===== src/rtl/rs232_write_cmd_decoder.sv =====
// ---------------------------------------------------------------------------
// rs232_write_cmd_decoder
//
// Turns the byte stream from the RS232 UART receiver into one-byte write
// strobes for GPU_HW_Control_Regs and the GPU RAM write port.
//
// Packet layout:  SYNC0 SYNC1 CMD A2 A1 A0 LEN [payload]
//   addr = {A2[3:0], A1, A0}   (A2[7:4] ignored)
//   LEN  = 0 means 256 bytes
//   CMD 8'h01 WRITE : LEN payload bytes, written to addr, addr+1, ...
//   CMD 8'h02 FILL  : one payload byte, written LEN times to addr, addr+1, ...
//   any other CMD   : pkt_err pulse, back to IDLE
// Address arithmetic wraps modulo 2^20 silently.
//
// Optional build macro:
//   CMD_TIMEOUT_EN  - abort a partially received packet when no byte has
//                     arrived for TIMEOUT_CYC clocks (pkt_err pulse, IDLE).
//                     FILL never times out. Without the macro a partial
//                     packet waits forever.
//
// Parameters:
//   SYNC0        first sync byte of a packet header  (8'h55)
//   SYNC1        second sync byte of a packet header (8'hAA)
//   TIMEOUT_CYC  inter-byte timeout in clk cycles    (used with CMD_TIMEOUT_EN)
//
// Ports:
//   clk       in   1   system clock
//   reset     in   1   asynchronous, active-high reset
//   rx_data   in   8   received UART byte
//   rx_valid  in   1   1-cycle strobe, rx_data valid (never on consecutive cycles)
//   wr_addr   out  20  write address, held until the next write
//   wr_data   out  8   write data, held until the next write
//   wr_en     out  1   1-cycle write strobe
//   busy      out  1   high whenever the parser is not in IDLE
//   pkt_err   out  1   1-cycle pulse on bad command, overrun or timeout
//
// Handshake: rx_valid is a one-cycle strobe with no backpressure; every
// strobed byte is consumed in the cycle it is presented. wr_en is a
// one-cycle strobe qualifying wr_addr/wr_data in the same cycle; the
// consumer has no way to stall it.
// ---------------------------------------------------------------------------
module rs232_write_cmd_decoder #(
    parameter logic [7:0] SYNC0       = 8'h55,
    parameter logic [7:0] SYNC1       = 8'hAA,
    parameter int         TIMEOUT_CYC = 1000000
) (
    input  logic        clk,
    input  logic        reset,
    input  logic [7:0]  rx_data,
    input  logic        rx_valid,
    output logic [19:0] wr_addr,
    output logic [7:0]  wr_data,
    output logic        wr_en,
    output logic        busy,
    output logic        pkt_err
);

    localparam logic [7:0] CMD_WRITE = 8'h01;
    localparam logic [7:0] CMD_FILL  = 8'h02;

    localparam logic [3:0] S_IDLE = 4'd0;
    localparam logic [3:0] S_SYNC = 4'd1;  // SYNC0 seen, expecting SYNC1
    localparam logic [3:0] S_CMD  = 4'd2;  // expecting command byte
    localparam logic [3:0] S_AH   = 4'd3;  // expecting A2
    localparam logic [3:0] S_AM   = 4'd4;  // expecting A1
    localparam logic [3:0] S_AL   = 4'd5;  // expecting A0
    localparam logic [3:0] S_LEN  = 4'd6;  // expecting LEN
    localparam logic [3:0] S_DATA = 4'd7;  // WRITE payload bytes
    localparam logic [3:0] S_FVAL = 4'd8;  // FILL payload byte
    localparam logic [3:0] S_FILL = 4'd9;  // FILL running, one write per clk

    // A zero timeout would abort every packet on the first idle cycle.
    if (TIMEOUT_CYC < 1) begin : g_bad_timeout
        $error("TIMEOUT_CYC must be at least 1");
    end

    logic [3:0]  state;
    logic        cmd_fill;   // latched command: 1 = FILL, 0 = WRITE
    logic [19:0] addr_q;     // address of the next write
    logic [8:0]  remain;     // writes still to issue, 1..256 while active
    logic [7:0]  fill_val;
    logic        tmo_hit;

    assign busy = (state != S_IDLE);

`ifdef CMD_TIMEOUT_EN
    localparam int TMO_W = $clog2(TIMEOUT_CYC + 1);
    localparam logic [TMO_W-1:0] TMO_LAST = TMO_W'(TIMEOUT_CYC - 1);

    logic [TMO_W-1:0] tmo_cnt;
    logic             tmo_active;

    // Counting covers every state that waits on the UART. FILL produces its
    // own writes, so it is excluded and can never time out.
    assign tmo_active = (state != S_IDLE) && (state != S_FILL);

    always_ff @(posedge clk or posedge reset) begin
        if (reset) begin
            tmo_cnt <= '0;
        end else if (!tmo_active || rx_valid || tmo_hit) begin
            tmo_cnt <= '0;
        end else begin
            tmo_cnt <= tmo_cnt + 1'b1;
        end
    end

    // Fires on the TIMEOUT_CYC-th idle clock after the last byte.
    assign tmo_hit = tmo_active && !rx_valid && (tmo_cnt == TMO_LAST);
`else
    assign tmo_hit = 1'b0;
`endif

    always_ff @(posedge clk or posedge reset) begin
        if (reset) begin
            state    <= S_IDLE;
            cmd_fill <= 1'b0;
            addr_q   <= '0;
            remain   <= '0;
            fill_val <= '0;
            wr_addr  <= '0;
            wr_data  <= '0;
            wr_en    <= 1'b0;
            pkt_err  <= 1'b0;
        end else begin
            wr_en   <= 1'b0;
            pkt_err <= 1'b0;

            if (tmo_hit) begin
                // Writes already issued stand; only the remainder is dropped.
                pkt_err <= 1'b1;
                state   <= S_IDLE;
            end else begin
                case (state)
                    S_IDLE: begin
                        if (rx_valid && rx_data == SYNC0) begin
                            state <= S_SYNC;
                        end
                    end

                    S_SYNC: begin
                        if (rx_valid) begin
                            if (rx_data == SYNC1) begin
                                state <= S_CMD;
                            end else if (rx_data != SYNC0) begin
                                // Noise between packets, not an error.
                                state <= S_IDLE;
                            end
                        end
                    end

                    S_CMD: begin
                        if (rx_valid) begin
                            if (rx_data == CMD_WRITE || rx_data == CMD_FILL) begin
                                cmd_fill <= (rx_data == CMD_FILL);
                                state    <= S_AH;
                            end else begin
                                pkt_err <= 1'b1;
                                state   <= S_IDLE;
                            end
                        end
                    end

                    S_AH: begin
                        if (rx_valid) begin
                            addr_q[19:16] <= rx_data[3:0];
                            state         <= S_AM;
                        end
                    end

                    S_AM: begin
                        if (rx_valid) begin
                            addr_q[15:8] <= rx_data;
                            state        <= S_AL;
                        end
                    end

                    S_AL: begin
                        if (rx_valid) begin
                            addr_q[7:0] <= rx_data;
                            state       <= S_LEN;
                        end
                    end

                    S_LEN: begin
                        if (rx_valid) begin
                            // LEN 0 becomes 9'h100: the ninth bit is just (LEN == 0).
                            remain <= {(rx_data == 8'h00), rx_data};
                            state  <= cmd_fill ? S_FVAL : S_DATA;
                        end
                    end

                    S_DATA: begin
                        if (rx_valid) begin
                            wr_en   <= 1'b1;
                            wr_addr <= addr_q;
                            wr_data <= rx_data;
                            addr_q  <= addr_q + 20'd1;
                            remain  <= remain - 9'd1;
                            if (remain == 9'd1) begin
                                state <= S_IDLE;
                            end
                        end
                    end

                    S_FVAL: begin
                        // The first fill write goes out with the payload byte so
                        // that all LEN writes land on consecutive clocks.
                        if (rx_valid) begin
                            fill_val <= rx_data;
                            wr_en    <= 1'b1;
                            wr_addr  <= addr_q;
                            wr_data  <= rx_data;
                            addr_q   <= addr_q + 20'd1;
                            remain   <= remain - 9'd1;
                            state    <= (remain == 9'd1) ? S_IDLE : S_FILL;
                        end
                    end

                    S_FILL: begin
                        wr_en   <= 1'b1;
                        wr_addr <= addr_q;
                        wr_data <= fill_val;
                        addr_q  <= addr_q + 20'd1;
                        remain  <= remain - 9'd1;
                        if (remain == 9'd1) begin
                            state <= S_IDLE;
                        end
                        // A byte arriving mid-fill has nowhere to go.
                        if (rx_valid) begin
                            pkt_err <= 1'b1;
                        end
                    end

                    default: begin
                        state <= S_IDLE;
                    end
                endcase
            end
        end
    end

endmodule

===== config.mk =====
export PLATFORM = sky130hd
export DESIGN_NAME = rs232_write_cmd_decoder
export DESIGN_NICKNAME = d
export VERILOG_FILES = /design/src/rtl/rs232_write_cmd_decoder.sv
export SDC_FILE = /design/constraint.sdc
export NUM_CORES = 1
export LEC_CHECK = 0
export CAP_MARGIN = 20
export CORE_ASPECT_RATIO = 1.2
export CORE_MARGIN = 2
export CORE_UTILIZATION = 57
export DETAILED_ROUTE_END_ITERATION = 8
export PLACE_DENSITY = 0.88
export RECOVER_POWER = 100
export SETUP_SLACK_MARGIN = 0.3
export SYNTH_ARGS = -nofsm -noshare
export SYNTH_HDL_FRONTEND = slang
export SYNTH_SLANG_ARGS = --single-unit

===== constraint.sdc =====
create_clock -name clk -period 2.4 [get_ports clk]
set_input_delay 0.24 -clock clk [delete_from_list [all_inputs] [get_ports clk]]
set_output_delay 0.24 -clock clk [all_outputs]
set_load 0.05 [all_outputs]

==> results of run 1 <==
[flip-flops by register name, indices dropped and copies added, names as in the netlist]
signal and cells:
addr_q 20, cmd_fill 1, fill_val 8, pkt_err 1, remain 9, state 4, wr_addr 20, wr_data 8
wr_en 1
[layout by cell type (no fill, tap or decap), drive strengths merged, types with 4 or more instances in the layout]
cell type | netlist | final
a211oi | 4 | 4
o21ai | 33 | 33
dlygate4sd3 | 0 | 31
buf | 18 | 16
clkbuf | 8 | 15
a41oi | 5 | 5
nand2 | 34 | 34
nand3 | 15 | 15
nor4 | 6 | 6
mux2i | 10 | 10
nor3 | 10 | 10
nand4 | 4 | 4
inv | 12 | 12
a21oi | 22 | 22
mux2 | 27 | 27
a31oi | 9 | 9
dfrtp | 72 | 72
o22a | 9 | 9
nor2 | 31 | 31
and3 | 6 | 6
clkdlybuf4s50 | 0 | 9
[per-layer routing]
metal	GRT usage, %	vias to the layer above	part of all wire, %
met5	0	-	0
met4	9.05	0	1.7
met3	5.74	21	6.4
met2	45.6	165	51
met1	34.8	1591	41
li1	-	1530	-
[area by class of cell]
type                    instances  area share, %
inverters                      12          0.971
flip-flops and latches         72           38.9
repair buffers                 61           12.1
multi-input cells             277           40.4
well taps                      85           2.29
clock buffers                  11           3.05
clock inverters                 5           2.24
[logic make-up (layout without fill, tap and decap cells)]
kind of cell / after synthesis / after routing / synth area share (%)
AOI/OAI and AO/OA: 110 / 110 / 18.9
buffers and inverters: 38 / 89 / 5.34
muxes: 37 / 37 / 10.6
xor gates and xnor gates: 3 / 3 / 0.676
and+or+nand+nor: 124 / 124 / 17.2
DFF: 72 / 72 / 46.4
adders and majority gates: 3 / 3 / 0.966
[through the flow]
step	hold WS, ns	worst slack, ns	power (mW)
final	0.485	0.294	4.96
after global routing	0.509	0.168	5.20
after CTS	0.270	0.328	5.03
after detailed placement	0.474	0.131	3.86
after global placement	0.454	0.161	3.76
after floorplan	0.391	0.335	3.34
[report_power, final]
part | switching (mW) | internal (mW) | total (mW)
Combinational | 1.11 | 0.702 | 1.82
Sequential | 0.408 | 1.55 | 1.96
Clock | 0.465 | 0.719 | 1.18
[worst max-delay path: cells and delay by family, from the launching register on]
| kind | cells | cell delay (ns) |
|---|---|---|
| flip-flops | 1 | 0.48 |
| buffers and inverters | 1 | 0.29 |
| AND/OR/NAND/NOR | 2 | 0.96 |
| AO/OA/AOI/OAI | 2 | 0.26 |
[worst paths after layout]
check	endpoint	slack [ns]	cells past startpoint
worst max register to register	cmd_fill	0.29	5
min in group asynchronous	wr_addr[7]	0.53	2
worst min-delay path	wr_data[5]	0.48	2
worst min register to register	wr_data[5]	0.48	2
worst max-delay path	cmd_fill	0.29	5
max in group asynchronous	remain[6]	0.64	3
[what timing repair did]
action / CTS / global route
hold buffers: 0 / 0
setup endpoints to repair: 2 / 42
gates resized for setup: 2 / 5
pin swaps: 0 / 1
==> impl_metrics.toml, run 1 <==
[placement]
portBuffers = 41
place_area_mm2 = 0.00442
dp_cells = 507
dp_hpwl_mm = 6.44
place.gp.congestion = 0.888

[cells_and_area]
final_area_mm2 = 0.00464
area_growth_pct = 19.4
insertedDiodeCount = 0
seq_area_mm2 = 0.00181
final_cells = 523
fillers = 451
multiInputGateArea_mm2 = 0.00188
final_nets = 447
post-route-util_pct = 71.1
drive_above_1_share_pct = 16.4

[detailed_routing]
antenna_left = 0
drtIter0Drc = 542
drc = 0
wl_per_cell_um = 17.9
first_pass_iters = 7
viasPerCell = 6.32
wirelength_mm = 9.39
via_count = 3307

[worst_setup_path]
critPathArrivalTime_ns = 2.35
worst-setup-path-type = "flip-flop to flip-flop"
slowest_delay_ns = 0.79
crit_chain = "clkbuf_1 > nor4b_1 > nand3_1 > o21ai_0 > o21ai_0"
crit_path_end_kind = "flip-flop"
crit_path_top_delay_cell = "nor4b_1"
cp.required_ns = 2.64
startpoint_type = "flip-flop"
worstReg2RegStart = "state[0]"
crit_start = "state[0]"
cpMostUsedCell = "o21ai_0"
path_max_fanout = 12

[logic_synthesis]
ys_warn_count = 0
synth_common_cells = "dfrtp_1 (72), nand2_1 (34), nor2_1 (30)"
yosys.area.top_type_share_pct = 46.4
synth.avg_cell_area_um2 = 10.0
synth_cell_types = 68
netlist_area_mm2 = 0.00389
ys_seq_area_share_pct = 46.4
yosys.area.top_type = "dfrtp_1"
ys_ff_latch = 72
ys_top_cells_by_area = "dfrtp_1 (46%), mux2_2 (6.4%), nand2_1 (3.3%), nor2_1 (2.9%), a21oi_1 (2.8%)"
synth-edff-count = 0
async_reset_ff_share_pct = 100
synthCells = 387
synth_flop_cell = "dfrtp_1"
yosysMostFrequentCell = "dfrtp_1"
syn-num-nets = 401

[floorplan]
die_h_um = 94.5
coreArea_mm2 = 0.00653
num_rows = 32
dieArea_mm2 = 0.00750
num_io_pins = 42
initial_core_util_pct = 59.5
die_w_um = 79.4

[timing]
setup_violations = 0
timing.slew.headroom_pct = 37.6
setup_tns_ns = 0
final_max_slew_viol_count = 0
hold_violations = 0
clock.fmax_mhz = 475
skew_ns = 0.00944
fin_crit_sh_pct = 87.7
period_minus_slack_ns = 2.11
worstMarginPinSlew_ns = 0.934
rsz0062_at_grt = "true"

[clock_network]
cts_tree = "built"
clock-sinks = 72
clock_latency_ns = 0.36
cts.path.max_buffers = 2
htreeDepth = 3
path_clk_slew_ns = 0.08
post_cts.repair.setup_buffers = 0
cts-buffers-inserted = 9
cts-root-buf = "clkbuf_8"

[grt]
gr-total-overflow = 0
grt_pass1_vias = 3157
antenna_found_initial = 0
groute.usage.overall_pct = 27.0
grt_max_degree = 47
grt_pass1_wl_mm = 15.6

[pwr]
power_density_mw_per_mm2 = 1070
power_leakage_nw = 2.08
irDropWorstVdd_mv = 0.671

[run]
maxCapViolCount = 0

[min_path]
hp-class = "flip-flop to flip-flop"
hp-start = "fill_val[5]"

[run_status]
status = "complete, no violations"
Power figures use the tool's default switching activity.
==> run 2: changes to the inputs <==
Settings changed: REMOVE_ABC_BUFFERS from default to 1.
==> run 2 against run 1 <==
Effect of this change: the flow now finishes with violations (max-capacitance violations, max-slew violations); sequential cell count is the same; largest cell class unchanged; critical endpoint is now addr_q[13]; maximum frequency grew 0.45%; first-iteration DRC count shrank 33%; wire length fell by 3.5%; sequential power barely moved; clock power down 28%; core utilization shrank 1.1 points; highest routed layer unchanged; worst hold slack worse by 0.0047 ns; non-clock buffer count grew 2.
==> impl_metrics.toml, run 2 (same netlist as run 1, synthesis figures left out) <==
[run_status]
status = "finished with violations"
violations = "max-capacitance violations, max-slew violations"

[clock_network]
clock-sinks = 72
path_clk_slew_ns = 0.08
cts-buffers-inserted = 9
htreeDepth = 3
cts.path.max_buffers = 2
cts_tree = "built"
postCtsHoldBufs = 0
clock_latency_ns = 0.36
cts-root-buf = "clkbuf_8"

[grt]
antenna_found_initial = 0
grt_pass1_vias = 3237
grt_pass1_wl_mm = 15.3
grt_max_degree = 73
gr-total-overflow = 0
groute.usage.overall_pct = 26.5

[cells_and_area]
fillers = 462
reg_top3 = "addr_q: 20 flops, wr_addr: 20 flops, remain: 9 flops"
final_cells = 525
drive_above_1_share_pct = 16.6
post-route-util_pct = 70.1
area_growth_pct = 17.6
layout_commonest_cell = "dfrtp_1"
insertedDiodeCount = 0
final_cell_mix = "dfrtp_1 (71), nand2_1 (34), nor2_1 (30), dlygate4sd3_1 (30), o21ai_0 (26)"
final_nets = 449

[worst_setup_path]
crit_start = "state[2]"
crit_path_end_kind = "flip-flop"
path_max_fanout = 16
worstReg2RegStart = "state[2]"
critPathArrivalTime_ns = 2.35
worst-setup-path-type = "flip-flop to flip-flop"
cp.required_ns = 2.65
startpoint_type = "flip-flop"

[min_path]
hp-class = "flip-flop to flip-flop"
hp-start = "fill_val[2]"

[detailed_routing]
drtIter0Drc = 364
via_count = 3351
viasPerCell = 6.38
drc = 0
antenna_left = 0
first_pass_iters = 6
wl_per_cell_um = 17.3
wirelength_mm = 9.06

[pwr]
p_sw_mw = 1.99
p_int_mw = 2.66
power_frac_clock_pct = 18.2
comb_power_share_pct = 40.3
p_seq_share_pct = 41.5
power_leakage_nw = 2.05
irDropWorstVdd_mv = 0.609
power_density_mw_per_mm2 = 1020
switching_share_pct = 42.8

[timing]
final_max_slew_viol_count = 73
fin_crit_sh_pct = 87.4
rsz0062_at_grt = "false"
setup_violations = 0
timing.slew.headroom_pct = -2.37
hold_violations = 0
skew_ns = 0.0157
clock.fmax_mhz = 477
period_minus_slack_ns = 2.10
worstMarginPinSlew_ns = 1.54
worst_hold_slack_ns = 0.480

[floorplan]
num_io_pins = 42
num_rows = 32
initial_core_util_pct = 59.5
die_w_um = 79.4
dieArea_mm2 = 0.00750
coreArea_mm2 = 0.00653
die_h_um = 94.5

[placement]
dp_cells = 507
place.gp.congestion = 0.901
portBuffers = 41
dp_hpwl_mm = 6.21

[run]
maxCapViolCount = 1
==> run 2: cell count changes in the layout (fill, tap and decap cells not counted), sizes merged, moves of 2 or more <==
cell,change
bufinv,-3
clkinvlp,+3
clkinv,+2
buf,+3
clkbuf,-3
==> run 2: power groups by stage <==
| stage | Sequential, mW | Combinational, mW | Clock, mW |
|---|---|---|---|
| finish | 1.93 | 1.87 | 0.844 |
| global route | 1.99 | 2.02 | 0.901 |
| CTS | 1.94 | 1.90 | 0.855 |
| detailed placement | 1.96 | 1.89 | 0 |
| global placement | 1.93 | 1.83 | 0 |
| floorplan | 2.25 | 0.970 | 0 |
==> run 2: final cells by class <==
cell class | count | area, um^2 | share of cell area (%)
multi-input combinational | 277 | 1870 | 41.0
sequential | 72 | 1800 | 39.4
timing repair buffer | 63 | 574 | 12.6
clock buffer | 9 | 124 | 2.71
tap | 85 | 106 | 2.33
clock inverter | 7 | 46.3 | 1.01
inverter | 12 | 45.0 | 0.985
==> run 2: worst paths after layout <==
| check | end | slack [ns] | depth (start not counted) |
|---|---|---|---|
| max | addr_q[13] | 0.30 | 6 |
| min | wr_data[2] | 0.48 | 2 |
| max reg2reg | addr_q[13] | 0.30 | 6 |
| min reg2reg | wr_data[2] | 0.48 | 2 |
| max in group asynchronous | state[1] | 0.64 | 3 |
| min in group asynchronous | wr_addr[18] | 0.74 | 3 |
==> run 2: metrics by stage <==
stage / setup slack [ns] / power [mW] / TNS, ns / cell area (um^2)
2_1_floorplan: -0.419 / 3.22 / -10.09 / 3720
3_3_place_gp: 0.213 / 3.76 / 0 / 4420
3_5_place_dp: 0.202 / 3.85 / 0 / 4420
4_1_cts: 0.388 / 4.69 / 0 / 4590
5_1_grt: 0.176 / 4.91 / 0 / 4570
6_report: 0.304 / 4.65 / 0 / 4570
==> run 2: critical path: stages, from the launching register on <==
cell and delay [ns]:
dfrtp_1 0.51, or3b_1 0.50, nor2_2 0.17, a31oi_1 0.07, clkbuf_2 0.29, o32a_1 0.35
o21a_1 0.10
==> run 2: timing repair <==
| action | in CTS | in global routing |
|---|---|---|
| gates cloned | 0 | 0 |
| pin swaps | 0 | 1 |
| endpoints found under the setup margin | 2 | 4 |
| gates resized for setup | 2 | 3 |
| buffers inserted | 0 | 2 |
==> run 2: per-layer routing <==
layer	wire length, um	vias up	track usage (%)
met1	3660	1628	33.6
met3	570	39	4.68
met5	0	-	0
met4	300	0	14.9
li1	-	1522	-
met2	4520	162	43.1
==> run 3: changes to the inputs <==
Settings changed: CORE_UTILIZATION 57 to 60, PLACE_DENSITY 0.88 to 0.92, RECOVER_POWER 100 to default.
Clock period 2.4 ns to 2.5 ns, I/O delays scaled along.
==> run 3 against run 2 <==
Effect of this change: clock skew decreased by 0.0014 ns; setup slack better by 0.13 ns; wire length down 3.5%; worst hold slack worse by 0.21 ns; largest cell class unchanged; the flow now finishes without violations; critical path type unchanged; design area is 0.60% higher.
==> impl_metrics.toml, run 3 (same netlist as run 1, synthesis figures left out) <==
[pwr]
power_density_mw_per_mm2 = 1010
switching_share_pct = 41.2
p_int_mw = 2.72
comb_power_share_pct = 38.8
irDropWorstVdd_mv = 0.594
power_frac_clock_pct = 20.5
power_leakage_nw = 2.03
p_sw_mw = 1.91
p_seq_share_pct = 40.7

[clock_network]
postCtsHoldBufs = 0
clock_latency_ns = 0.35
clock-sinks = 72
cts-buffers-inserted = 9
cts-root-buf = "clkbuf_8"
path_clk_slew_ns = 0.08
cts_tree = "built"
htreeDepth = 3
cts.path.max_buffers = 2

[worst_setup_path]
critPathBufInv = 0
regToRegSetupSlack_ns = 0.43
r2r_cells = 5
worst-setup-path-type = "flip-flop to flip-flop"
cp.required_ns = 2.74
critPathArrivalTime_ns = 2.31
r2r-end = "remain[3]"
crit_path_end_kind = "flip-flop"
worstReg2RegStart = "state[0]"
startpoint_type = "flip-flop"
crit_path_top_delay_cell = "dfrtp_1"
path_max_fanout = 13
cpLargestDelayFamily = "simple AND/OR/NAND/NOR gates"
slowest_delay_ns = 0.54
crit_chain = "and4b_1 > or2_1 > nor2_1 > a31oi_1 > o22a_1"

[floorplan]
num_rows = 32
dieArea_mm2 = 0.00714
die_w_um = 77.5
coreArea_mm2 = 0.00637
num_io_pins = 42
initial_core_util_pct = 61.0
die_h_um = 92.2

[detailed_routing]
wl_per_cell_um = 16.8
drtIter0Drc = 294
via_count = 3245
viasPerCell = 6.25
drc = 0
wirelength_mm = 8.74
first_pass_iters = 5
antenna_left = 0

[timing]
fin_crit_sh_pct = 82.7
final_max_slew_viol_count = 0
setup_violations = 0
clock.fmax_mhz = 484
worst_hold_slack_ns = 0.273
skew_ns = 0.0142
finalWorstSetupSlack_ns = 0.433
period_minus_slack_ns = 2.07
hold_violations = 0
timing.slew.headroom_pct = 56.0
rsz0062_at_grt = "false"
worstMarginPinSlew_ns = 0.650

[placement]
place_area_mm2 = 0.00439
portBuffers = 41
dp_cells = 503
place.gp.congestion = 0.924
pre_cts_ws_ns = 0.186
dp_hpwl_mm = 6.03

[cells_and_area]
insertedDiodeCount = 0
final_nets = 443
post-route-util_pct = 72.2
drive_above_1_share_pct = 17.5
final_cell_mix = "dfrtp_1 (71), clkdlybuf4s50_1 (40), nand2_1 (34)"
final_cells = 519
reg_top3 = "addr_q: 20 flops, wr_addr: 20 flops, remain: 9 flops"
layout_commonest_cell = "dfrtp_1"
area_growth_pct = 18.4
final_area_mm2 = 0.00460

[min_path]
hp-class = "input port to asynchronous set/reset pin"

[run]
maxCapViolCount = 0

[grt]
grt_max_degree = 48
gr-total-overflow = 0
antenna_found_initial = 0
grt_pass1_wl_mm = 15.0
grt_pass1_vias = 3110
groute.usage.overall_pct = 26.5

[run_status]
status = "complete, no violations"
[run 3: area by class of cell]
cell class | instances | area (um^2)
Clock buffer | 10 | 138
Sequential cell | 72 | 1800
Fill cell | 416 | 1770
Inverter | 12 | 45.0
Tap cell | 85 | 106
Multi-Input combinational cell | 277 | 1890
Timing Repair Buffer | 57 | 554
Clock inverter | 6 | 65.1
[run 3: what timing repair did]
item | CTS | global route
endpoints found under the setup margin | 1 | 6
cloned | 0 | 0
gates resized for setup | 1 | 3
setup buffers | 0 | 0
[run 3: routing by layer]
metal / routed length [um] / vias up / track usage [%]
met2: 4330 / 126 / 42.7
li1: - / 1531 / -
met4: 244 / 0 / 13.2
met5: 0 / - / 0
met3: 521 / 25 / 4.72
met1: 3650 / 1563 / 34.3
[run 3: worst register-to-register path: stages, from the launching register on]
cell and delay, ns:
dfrtp_1 0.54, and4b_1 0.34, or2_1 0.30, nor2_1 0.46, a31oi_1 0.09, o22a_1 0.22
[run 3: worst max-delay path by stage]
stage                       endpoint  cells past startpoint  slack (ns)        from
after detailed placement    state[0]                      6        0.19  rx_data[3]
after floorplan           addr_q[13]                      5       -0.32    state[1]
after CTS                  addr_q[9]                      6        0.37    state[1]
after global placement      state[1]                      6        0.24  rx_data[3]
after global routing       remain[7]                      6        0.33    state[2]
final                      remain[3]                      5        0.43    state[0]
[run 3: power groups by stage]
| stage | sequential (mW) | combinational [mW] | clock, mW |
|---|---|---|---|
| 6_report | 1.88 | 1.80 | 0.947 |
| 5_1_grt | 1.94 | 1.95 | 1.01 |
| 4_1_cts | 1.87 | 1.80 | 0.953 |
| 3_5_place_dp | 1.89 | 1.79 | 0 |
| 3_3_place_gp | 1.86 | 1.73 | 0 |
| 2_1_floorplan | 2.16 | 0.931 | 0 |
[run 3: metrics by stage]
| step | TNS, ns | total power [mW] |
|---|---|---|
| 2_1_floorplan | -7.09 | 3.09 |
| 3_3_place_gp | 0 | 3.60 |
| 3_5_place_dp | 0 | 3.68 |
| 4_1_cts | 0 | 4.62 |
| 5_1_grt | 0 | 4.89 |
| 6_report | 0 | 4.63 |
